--- config.mk ---
export PLATFORM = sky130hd
export DESIGN_NAME = hazard_forward_unit
export DESIGN_NICKNAME = d
export VERILOG_FILES = /design/src/rtl/hazard_forward_unit.sv
export SDC_FILE = /design/constraint.sdc
export NUM_CORES = 1
export LEC_CHECK = 0
export ABC_AREA = 0
export CORE_ASPECT_RATIO = 1.1
export CORE_MARGIN = 5
export CORE_UTILIZATION = 36
export CTS_CLUSTER_DIAMETER = 40
export CTS_CLUSTER_SIZE = 12
export DETAILED_ROUTE_END_ITERATION = 7
export PLACE_DENSITY_LB_ADDON = 0.2
export RECOVER_POWER = 50
export SLEW_MARGIN = 20
export SYNTH_ARGS = -nofsm -noshare
export SYNTH_HDL_FRONTEND = slang
export SYNTH_SLANG_ARGS = --single-unit
--- constraint.sdc ---
create_clock -name clk_i -period 5.95 [get_ports clk_i]
set_input_delay 1.4875 -clock clk_i [delete_from_list [all_inputs] [get_ports clk_i]]
set_output_delay 1.4875 -clock clk_i [all_outputs]
set_load 0.05 [all_outputs]
--- src/rtl/hazard_forward_unit.sv ---
// rtl/hazard_forward_unit.sv - operand forwarding select, load-use / memory-wait stall and redirect flush control
module hazard_forward_unit #(
  parameter int  NUM_FWD      = 2,
  parameter int  FLUSH_CYCLES = 1,
  parameter int  CNT_W        = 16,
  localparam int SEL_W        = $clog2(NUM_FWD + 1)
) (
  input  logic                  clk_i,
  input  logic                  rst_ni,
  input  logic [31:0]           inst_id_i,
  input  logic [31:0]           inst_ex_i,
  input  logic                  valid_ex_i,
  input  logic [32*NUM_FWD-1:0] fwd_inst_i,
  input  logic [NUM_FWD-1:0]    fwd_regwen_i,
  input  logic                  load_mem_i,
  input  logic                  dmem_ready_i,
  input  logic                  check_jump_i,
  output logic [SEL_W-1:0]      Asel_o,
  output logic [SEL_W-1:0]      Bsel_o,
  output logic                  stall_o,
  output logic                  bubble_ex_o,
  output logic                  flush_o,
  output logic [CNT_W-1:0]      stall_cnt_o,
  output logic [CNT_W-1:0]      flush_cnt_o
);

  localparam logic [6:0] OP_LUI    = 7'b0110111;
  localparam logic [6:0] OP_AUIPC  = 7'b0010111;
  localparam logic [6:0] OP_JAL    = 7'b1101111;
  localparam logic [6:0] OP_RTYPE  = 7'b0110011;
  localparam logic [6:0] OP_STORE  = 7'b0100011;
  localparam logic [6:0] OP_BRANCH = 7'b1100011;
  localparam logic [6:0] OP_LOAD   = 7'b0000011;

  typedef enum logic [1:0] {RUN, MEM_WAIT, FLUSH} state_t;

  function automatic logic reads_rs1(input logic [6:0] op);
    return !(op == OP_LUI || op == OP_AUIPC || op == OP_JAL);
  endfunction

  function automatic logic reads_rs2(input logic [6:0] op);
    return (op == OP_RTYPE || op == OP_STORE || op == OP_BRANCH);
  endfunction

  logic [4:0] ex_rs1, ex_rs2, ex_rd, id_rs1, id_rs2;
  logic       ex_reads_rs1, ex_reads_rs2;

  assign ex_rs1       = inst_ex_i[19:15];
  assign ex_rs2       = inst_ex_i[24:20];
  assign ex_rd        = inst_ex_i[11:7];
  assign id_rs1       = inst_id_i[19:15];
  assign id_rs2       = inst_id_i[24:20];
  assign ex_reads_rs1 = reads_rs1(inst_ex_i[6:0]);
  assign ex_reads_rs2 = reads_rs2(inst_ex_i[6:0]);

  logic [NUM_FWD-1:0] hit_a, hit_b, unused_fwd;

  for (genvar k = 0; k < NUM_FWD; k++) begin : g_fwd
    logic [4:0] rd;
    assign rd            = fwd_inst_i[32*k+7 +: 5];
    assign hit_a[k]      = fwd_regwen_i[k] && (rd != 5'd0) && (rd == ex_rs1) && ex_reads_rs1;
    assign hit_b[k]      = fwd_regwen_i[k] && (rd != 5'd0) && (rd == ex_rs2) && ex_reads_rs2;
    assign unused_fwd[k] = ^{fwd_inst_i[32*k+12 +: 20], fwd_inst_i[32*k +: 7]};
  end

  logic unused_inst;
  assign unused_inst = ^{inst_ex_i[31:25], inst_ex_i[14:12], inst_id_i[31:25], inst_id_i[14:7]};

  // Scan oldest to youngest so the youngest matching stage overrides.
  logic [SEL_W-1:0] asel_c, bsel_c;
  always_comb begin
    asel_c = '0;
    bsel_c = '0;
    for (int k = NUM_FWD - 1; k >= 0; k--) begin
      if (hit_a[k]) asel_c = SEL_W'(k + 1);
      if (hit_b[k]) bsel_c = SEL_W'(k + 1);
    end
  end

  logic load_use, mem_wait;
  assign load_use = valid_ex_i && (inst_ex_i[6:0] == OP_LOAD) && (ex_rd != 5'd0) &&
                    ((reads_rs1(inst_id_i[6:0]) && (id_rs1 == ex_rd)) ||
                     (reads_rs2(inst_id_i[6:0]) && (id_rs2 == ex_rd)));
  assign mem_wait = load_mem_i && !dmem_ready_i;

  state_t state_q, state_d;
  logic   stall_c, bubble_c, flush_c;

  always_comb begin
    state_d  = state_q;
    stall_c  = 1'b0;
    bubble_c = 1'b0;
    flush_c  = 1'b0;
    case (state_q)
      RUN: begin
        if (mem_wait) begin
          stall_c = 1'b1;
          state_d = MEM_WAIT;
        end else if (check_jump_i) begin
          flush_c = 1'b1;
          state_d = (FLUSH_CYCLES == 2) ? FLUSH : RUN;
        end else if (load_use) begin
          stall_c  = 1'b1;
          bubble_c = 1'b1;
        end
      end
      // Pipeline is frozen here; a pending jump stays held and is taken after the wait.
      MEM_WAIT: begin
        if (dmem_ready_i) state_d = RUN;
        else              stall_c = 1'b1;
      end
      FLUSH: begin
        flush_c = 1'b1;
        if (mem_wait) begin
          stall_c = 1'b1;
          state_d = MEM_WAIT;
        end else begin
          state_d = RUN;
        end
      end
      default: state_d = RUN;
    endcase
  end

  logic [CNT_W-1:0] stall_cnt_q, flush_cnt_q;

  always_ff @(posedge clk_i or negedge rst_ni) begin
    if (!rst_ni) begin
      state_q     <= RUN;
      stall_cnt_q <= '0;
      flush_cnt_q <= '0;
    end else begin
      state_q <= state_d;
      if (stall_c && (stall_cnt_q != '1)) stall_cnt_q <= stall_cnt_q + CNT_W'(1);
      if (flush_c && (flush_cnt_q != '1)) flush_cnt_q <= flush_cnt_q + CNT_W'(1);
    end
  end

  // Combinational outputs are forced low while reset is held, without waiting for a clock.
  assign Asel_o      = rst_ni ? asel_c : '0;
  assign Bsel_o      = rst_ni ? bsel_c : '0;
  assign stall_o     = rst_ni && stall_c;
  assign bubble_ex_o = rst_ni && bubble_c;
  assign flush_o     = rst_ni && flush_c;
  assign stall_cnt_o = stall_cnt_q;
  assign flush_cnt_o = flush_cnt_q;

endmodule

==> results.cfg, run 1 <==
[place]
place_ws_ns = 0.385
routabilityCongestion = 0.848
portBuffers = 95
dp_hpwl_um = 4630
place_inst = 390

[timing]
relSlewSlack_pct = 23.5
final_hold_viol_count = 0
fin_crit_sh_pct = 94.0
tns_ns = 0
setup_viol = 0
fin_worst_skew_ns = 0.00376
fmax_mhz = 179
worst-slew-pin-transition_ns = 1.15
rsz0062_at_grt = false
timing.final.crit_period_ns = 5.60
slew_violations = 0
finalWorstSetupSlack_ns = 0.355

[clocking]
ctsHoldBuffers = 0
tritoncts = yes
numCtsBuffers = 5
path_clk_slew_ns = 0.06
cts_htree_levels = 2
clockRootBuffer = clkbuf_8
clockBufferDepth = 2
cts_resized = 0
clk_latency_ns = 0.28
cts_setup_buffers = 0
cts_sinks = 33

[global_route]
use_met1_pct = 15.9
gr-usage-met3_pct = 5.16
met2_usage_pct = 25.6
grt_pass1_vias = 2039
busiest_layer = met2
overflow = 0
grt.total_usage_pct = 14.5
antenna_found_initial = 0
grt_pass1_wl_um = 9120
grt_max_degree = 22

[synth]
yosysWarnings = 0
netlist-cell-type-count = 38
synth_edf_count = 0
syn-num-nets = 357
avgSynthCellArea_um2 = 9.94
async_flop_share_pct = 100
synthCells = 219
ys_seq_elements = 33
synth_area_um2 = 2180
synth_top_flop_cell = dfrtp_1
synth_seq_area_share_pct = 37.9

[worst_setup_path]
crit_top_cell = clkdlybuf4s50_1
cp_cell_sequence = clkdlybuf4s50_1, or4_1, o21ai_0, nor4_1, nor4b_1, clkdlybuf4s50_1
start_kind = input pin
crit_fanout = 3
critPathMaxStageDelay_ns = 0.88
worst_path_max_delay_cell = clkdlybuf4s50_1
crit_type = in -> out
crit_path_end_kind = output port
cp.arrival_ns = 4.11
crit_required_ns = 4.46

[die]
initial_utilization_pct = 37.3
core-area_um2 = 5840
die_width_um = 84.1
die_h_um = 91.6
pin_count = 175
fp.dieArea_um2 = 7700
num_rows = 29

[flow_run]
max-cap-violations = 0

[layout]
drive_gt1_share_pct = 7.81
syn_to_final_growth_pct = 51.1
register_area_um2 = 826
fin_util_pct = 56.3
antenna_cells = 0
final_cells = 397
final_nets = 458
multiInputGateArea_um2 = 1320
fillers = 543

[drt]
avgRoutedWirePerCell_um = 13.9
vias_per_cell = 5.00
drtAntennaViolNets = 0
firstDrtPassIters = 4
routed-via-count = 1986
remaining_drc_errors = 0
routed_wl_um = 5520
drtIter0Drc = 61

[pwr]
vdd_ir_drop_max_uv = 153
power.density_nw_per_um2 = 245
total_power_w = 0.000807
p_leak_nw = 1.35

[min_path]
hp-class = reg -> reg

[run_status]
status = complete, no violations
## worst paths after layout
check / startpoint / cells after the start / endpoint / slack, ns
min in group asynchronous: rst_ni / 1 / flush_cnt_o[6] / 1.33
max reg2reg: state_q[0] / 6 / stall_cnt_o[1] / 3.68
min reg2reg: stall_cnt_o[15] / 1 / stall_cnt_o[15] / 0.48
max: fwd_inst_i[8] / 6 / Asel_o[1] / 0.35
min: stall_cnt_o[15] / 1 / stall_cnt_o[15] / 0.48
max in group asynchronous: rst_ni / 2 / stall_cnt_o[8] / 3.06
## Yosys cell counts (all sizes together) (4+ instances only)
cell	instances	area, um^2
and3	5	31.3
and4	4	35.0
dfrtp	33	826
nand2	22	85.1
nand3	15	75.1
nand4	9	56.3
nor2	16	60.1
nor3	11	85.1
nor4	6	65.1
nor4b	5	56.3
or4	4	30.0
xnor2	24	210
xor2	35	307
## worst max-delay path: cells and delay by family
| family | cells | cell delay, ns |
|---|---|---|
| buffers and inverters | 2 | 1.35 |
| AND/OR/NAND/NOR | 3 | 0.98 |
| AO/OA/AOI/OAI | 1 | 0.29 |
## flip-flops by register name, indices dropped and copies added (netlist names)
name         flops
flush_cnt_o     16
state_q          1
stall_cnt_o     16
## metrics by stage
stage	hold WS, ns	instance area [um^2]
after floorplan	0.564	2180
after global placement	0.475	3210
after detailed placement	0.482	3210
after CTS	0.491	3290
after global routing	0.506	3290
final	0.481	3290
## placed cells by master, fill, tap and decap left out, types with 6 or more instances in the layout
cell,synthesis,final
dlygate4sd3_1,0,8
nor3_2,6,6
xnor2_1,24,24
nand3_1,15,15
clkbuf_8,0,6
xor2_1,35,35
nand2_1,21,21
nor2_1,16,16
clkdlybuf4s50_1,0,84
dfrtp_1,33,33
nand4_1,9,9
## area by class of cell
class,count,area share (%)
inverter,2,0.228
timing repair buffer,96,29.1
tap,77,2.93
sequential,33,25.1
clock buffer,7,2.62
multi-input combinational,182,40.1
## report_power, final
| group | internal, W | leakage, nW | total (W) | switching [W] |
|---|---|---|---|---|
| clock network | 0.0000917 | 0.0443 | 0.000166 | 0.0000747 |
| registers | 0.000259 | 0.437 | 0.000305 | 0.0000461 |
| logic | 0.000135 | 0.869 | 0.000335 | 0.000200 |
| total | 0.000485 | 1.35 | 0.000807 | 0.000321 |
## routing by layer
metal  up-vias  share of wire (%)
met2        82                 48
li1        988                  -
met4         0                1.1
met3         4                9.7
met5         -                  0
met1       912                 42
## kinds of logic after synthesis
logic type                 count (synthesis)  synth area share (%)
adders and majority gates                  2                  1.15
xor gates and xnor gates                  59                  23.7
buffers and inverters                      4                  1.55
DFF                                       33                  37.9
AOI/OAI and AO/OA                          9                  3.28
muxes                                      3                  1.55
and+or+nand+nor                          109                  30.8
(Power assumes the default switching activity.)
==> run 2, diff against run 1 <==
ABC_AREA = 1   (was 0)
CORE_UTILIZATION = 60   (was 36)
DONT_BUFFER_PORTS = 1   (was not set)
GPL_ROUTABILITY_DRIVEN = 0   (was not set)
==> run 2 against run 1 <==
Compared with the run above:
- sequential cell count did not move
- final area fell by 21%
- critical endpoint is now Bsel_o[1]
- setup slack improved by 1.1 ns
- area after synthesis rose by 13%
- cell count rose by 3.5%
- maximum frequency rose by 26%
- first-iteration DRC count rose by 140%
- utilization rose by 9.1 points
- combinational power fell by 67%
- clock skew rose by 0.0053 ns
==> results.cfg, run 2 <==
[pwr]
p_leak_nw = 1.28
vdd_ir_drop_max_uv = 292
power.density_nw_per_um2 = 269

[clocking]
cts_htree_levels = 2
ctsHoldBuffers = 0
cts_resized = 0
cts_sinks = 33
path_clk_slew_ns = 0.07
clockRootBuffer = clkbuf_8
cts_setup_buffers = 0
tritoncts = yes
numCtsBuffers = 5
clk_latency_ns = 0.28
clockBufferDepth = 2

[global_route]
overflow = 0
grt_pass1_wl_um = 9940
use_met1_pct = 25.2
antenna_found_initial = 0
grt_max_degree = 38
busiest_layer = met2
grt.total_usage_pct = 22.1
grt_pass1_vias = 2310
gr-usage-met3_pct = 10.7
met2_usage_pct = 35.6

[die]
num_rows = 24
die_width_um = 71.1
initial_utilization_pct = 62.2
core-area_um2 = 3960
die_h_um = 77.2
pin_count = 175
fp.dieArea_um2 = 5490

[run_status]
status = complete, no violations

[worst_setup_path]
cp.arrival_ns = 2.97
crit_fanout = 2
crit_required_ns = 4.46
crit_top_cell = nand3_1
crit_path_end_kind = output port
worst_path_max_delay_cell = nor2_1
crit_family = simple AND/OR/NAND/NOR gates
start_kind = input pin
crit_type = in -> out
cp_cell_sequence = nand2_1, nor3_1, nand3_1, a211oi_1, nand3_1, nor2_1
path_buf_inv = 0
critPathMaxStageDelay_ns = 0.70

[synth]
synth_top_area_cell = dfrtp_1
synth-simple-area-share_pct = 39.3
netlist-cell-type-count = 34
synth_compound_area_share_pct = 3.91
syn-num-nets = 490
yosysWarnings = 0
netlist_top_cells_count = 99 x nand2_1, 43 x inv_1, 39 x nand3_1, 39 x nor2_1, 33 x dfrtp_1
synthCells = 352
synth_area_um2 = 2460
synth_edf_count = 0
muxShareOfSynthArea_pct = 0.457
synth_top_family_by_area = simple AND/OR/NAND/NOR gates
yosys.cell_count.top_type = nand2_1
synth_xor_area_share_pct = 13.9
synthTopCellsByArea = dfrtp_1 34%, nand2_1 15%, nand3_1 7.9%, xor2_1 7.8%, inv_1 6.6%
synth_top_area_share_pct = 33.5
synth_top_flop_cell = dfrtp_1
synth_seq_area_share_pct = 33.5
avgSynthCellArea_um2 = 7.00
async_flop_share_pct = 100
ys_seq_elements = 33
synthAdderAreaFrac_pct = 1.02

[drt]
firstDrtPassIters = 4
routed_wl_um = 5760
avgRoutedWirePerCell_um = 14.0
routed-via-count = 2284
drtIter0Drc = 146
drtAntennaViolNets = 0
vias_per_cell = 5.56
remaining_drc_errors = 0

[timing]
relSlewSlack_pct = 39.7
fin_worst_skew_ns = 0.00902
slew_violations = 0
timing.final.crit_period_ns = 4.46
worst-slew-pin-transition_ns = 0.901
fmax_mhz = 224
fin_crit_sh_pct = 74.9
final_hold_viol_count = 0
setup_viol = 0
rsz0062_at_grt = false
tns_ns = 0

[layout]
antenna_cells = 0
final_cell_mix = 100 x nand2_1, 43 x inv_1, 39 x nand3_1, 39 x nor2_1, 33 x dfrtp_1
mostFrequentLayoutCell = nand2_1
final_nets = 496
final_cells = 411
syn_to_final_growth_pct = 5.23
drive_gt1_share_pct = 5.29

[place]
dp_hpwl_um = 4660
place_inst = 403
portBuffers = 0

[flow_run]
max-cap-violations = 0

[min_path]
hp-class = reg -> reg
## run 2: cell types whose count changed after synthesis, moves of 4 or more
cell / previous run / this run
and4_1: 4 / 0
nand3_1: 15 / 39
nor3_2: 6 / 0
or4_1: 4 / 0
xnor2_1: 24 / 17
nand2_1: 21 / 99
a21oi_1: 0 / 4
nor2_1: 16 / 39
o21ai_0: 1 / 6
nor3_1: 5 / 11
inv_1: 2 / 43
and3_1: 5 / 0
xor2_1: 35 / 22
## run 2: metal layers
metal	part of all wire (%)	up-vias	wire length [um]
met1	40	1034	2280
met3	13	9	753
li1	-	1133	-
met4	1.4	0	83
met2	46	108	2640
met5	0	-	0
## run 2: kinds of logic (layout without fill, tap and decap cells)
group,count (synthesis),after routing
and+or+nand+nor,213,213
buffers and inverters,48,55
xor gates and xnor gates,39,39
DFF,33,33
AOI/OAI and AO/OA,16,16
adders and majority gates,2,2
muxes,1,1
## run 2: stage by stage
| step | hold WS, ns | total power (W) | util (%) | setup WS, ns | instance area (um^2) |
|---|---|---|---|---|---|
| 6_report | 0.613 | 0.000699 | 65.4 | 1.49 | 2590 |
| 5_1_grt | 0.649 | 0.000746 | 65.4 | 1.38 | 2590 |
| 4_1_cts | 0.645 | 0.000704 | 65.8 | 1.51 | 2610 |
| 3_5_place_dp | 0.634 | 0.000544 | 63.7 | 1.51 | 2530 |
| 3_3_place_gp | 0.616 | 0.000537 | 63.7 | 1.54 | 2530 |
| 2_1_floorplan | 0.575 | 0.000516 | - | 1.39 | 2460 |
## run 2: path summary, 6_finish.rpt
kind / slack, ns / from / depth (start not counted) / endpoint
worst max-delay path: 1.49 / inst_ex_i[1] / 6 / Bsel_o[1]
worst min-delay path: 0.61 / state_q[0] / 2 / state_q[0]
worst max register to register: 3.63 / stall_cnt_o[0] / 9 / stall_cnt_o[2]
worst min register to register: 0.61 / state_q[0] / 2 / state_q[0]
max in group asynchronous: 4.97 / rst_ni / 0 / flush_cnt_o[1]
min in group asynchronous: 0.89 / rst_ni / 0 / stall_cnt_o[2]
## run 2: power by group
group          switching, W  internal, W  total [W]
clock             0.0000785    0.0000830   0.000162
sequential         0.000170     0.000255   0.000426
combinational     0.0000594    0.0000517   0.000111
## run 2: worst reg2reg max path, stage by stage (launching register included)
cell     delay [ns]
dfrtp_1        0.69
ha_1           0.28
nand2_1        0.10
nor2_4         0.16
nand3_2        0.13
nor2_4         0.19
nand4_4        0.23
nand2_2        0.31
nand2_1        0.10
nand2_1        0.08
## run 2: layout make-up
type                       instances  area [um^2]
multi-input combinational        271         1430
inverter                          44          165
tap                               52         65.1
timing repair buffer               3         22.5
sequential                        33          826
fill                             359         1370
clock buffer                       8         80.1
==> run 3, diff against run 2 <==
clock period = 4.46 ns   (was 5.95 ns; I/O delays follow)
==> run 3 against run 2 <==
Compared with the run above:
- sequential share of layout area down 0.75 points
- combinational power up 39%
- final area up 2.4%
- power up 45%
- highest routed layer unchanged
==> results.cfg, run 3 (synthesis results as in run 2) <==
[drt]
routed-via-count = 2306
drtIter0Drc = 142
vias_per_cell = 5.58
firstDrtPassIters = 4
routed_wl_um = 6060
drtAntennaViolNets = 0
avgRoutedWirePerCell_um = 14.7
remaining_drc_errors = 0

[timing]
worst-slew-pin-transition_ns = 0.691
tns_ns = 0
finalWorstSetupSlack_ns = 0.824
setup_viol = 0
fin_worst_skew_ns = 0.00402
timing.final.crit_period_ns = 3.64
relSlewSlack_pct = 53.9
slew_violations = 0
fmax_mhz = 275
rsz0062_at_grt = false
final_hold_viol_count = 0
fin_crit_sh_pct = 81.5
fin_hold_ws_ns = 0.514

[layout]
fin_area_um2 = 2660
fillers = 354
drive_gt1_share_pct = 6.65
multiInputGateArea_um2 = 1450
fin_util_pct = 67.0
mostFrequentLayoutCell = nand2_1
syn_to_final_growth_pct = 7.77
register_area_um2 = 826
final_cell_mix = 100 x nand2_1, 43 x inv_1, 39 x nand3_1, 39 x nor2_1, 33 x dfrtp_1
antenna_cells = 0
final_nets = 498

[worst_setup_path]
crit_fanout = 2
start_kind = input pin
cp.arrival_ns = 2.52
crit_type = in -> out
crit_path_end_kind = output port
crit_required_ns = 3.35

[clocking]
path_clk_slew_ns = 0.07
numCtsBuffers = 5
clk_latency_ns = 0.29
cts_setup_buffers = 0
cts_sinks = 33
cts_htree_levels = 2
clockRootBuffer = clkbuf_8
cts_resized = 0
ctsHoldBuffers = 0
tritoncts = yes
clockBufferDepth = 2

[pwr]
p_comb_share_pct = 15.2
switching_share_pct = 41.5
power.density_nw_per_um2 = 382
vdd_ir_drop_max_uv = 380
p_leak_nw = 1.32
intPower_w = 0.000593
switchingPower_w = 0.000421
power.share.sequential_pct = 56.0
pwr-share-clk_pct = 28.8

[global_route]
grt.total_usage_pct = 23.1
grt_pass1_wl_um = 10400
overflow = 0
grt_pass1_vias = 2340
antenna_found_initial = 0
grt_max_degree = 38

[run_status]
status = complete, no violations

[die]
die_width_um = 71.1
fp.dieArea_um2 = 5490
pin_count = 175
initial_utilization_pct = 62.2
num_rows = 24
core-area_um2 = 3960
die_h_um = 77.2

[place]
dp_hpwl_um = 4790
portBuffers = 0
placed_cell_area_um2 = 2540
place_ws_ns = 0.863

[min_path]
hp-class = in -> async

[flow_run]
max-cap-violations = 0
## run 3: layout make-up
type	instances	area share [%]
clock buffers	7	3.25
inverters	44	6.22
repair buffers	5	1.41
multi-input cells	271	54.4
flip-flops and latches	33	31.1
clock inverters	1	1.13
well taps	52	2.45
## run 3: final timing paths
check,startpoint,endpoint,slack (ns),cells past startpoint
min,rst_ni,stall_cnt_o[4],0.51,0
min in group clk_i,state_q[0],state_q[0],0.64,2
max in group asynchronous,rst_ni,flush_cnt_o[13],3.85,0
max,inst_ex_i[1],Bsel_o[0],0.82,5
min reg2reg,state_q[0],state_q[0],0.64,2
max reg2reg,stall_cnt_o[1],stall_cnt_o[2],2.10,9
## run 3: per-layer routing
| metal | part of all wire [%] | track usage, % |
|---|---|---|
| met2 | 47 | 37.8 |
| met1 | 39 | 27.0 |
| met3 | 12 | 10.6 |
| met4 | 1.5 | 6.77 |
| met5 | 0 | 0 |
## run 3: stage by stage
step           std cells  total power [W]
6_report             413          0.00101
2_1_floorplan        352         0.000688
4_1_cts              413          0.00102
3_3_place_gp         405         0.000717
3_5_place_dp         405         0.000730
5_1_grt              413          0.00107
## run 3: power groups by stage
stage	registers [W]	clock network (W)	logic, W
after global placement	0.000573	0	0.000144
after floorplan	0.000556	0	0.000132
after global routing	0.000581	0.000314	0.000180
after detailed placement	0.000574	0	0.000156
after CTS	0.000569	0.000293	0.000155
final	0.000568	0.000292	0.000154
## run 3: worst max-delay path, stage by stage
cell and delay [ns]:
nand2_1 0.05, nor3_1 0.28, nand3_1 0.18, nor4_1 0.39, and2_1 0.50
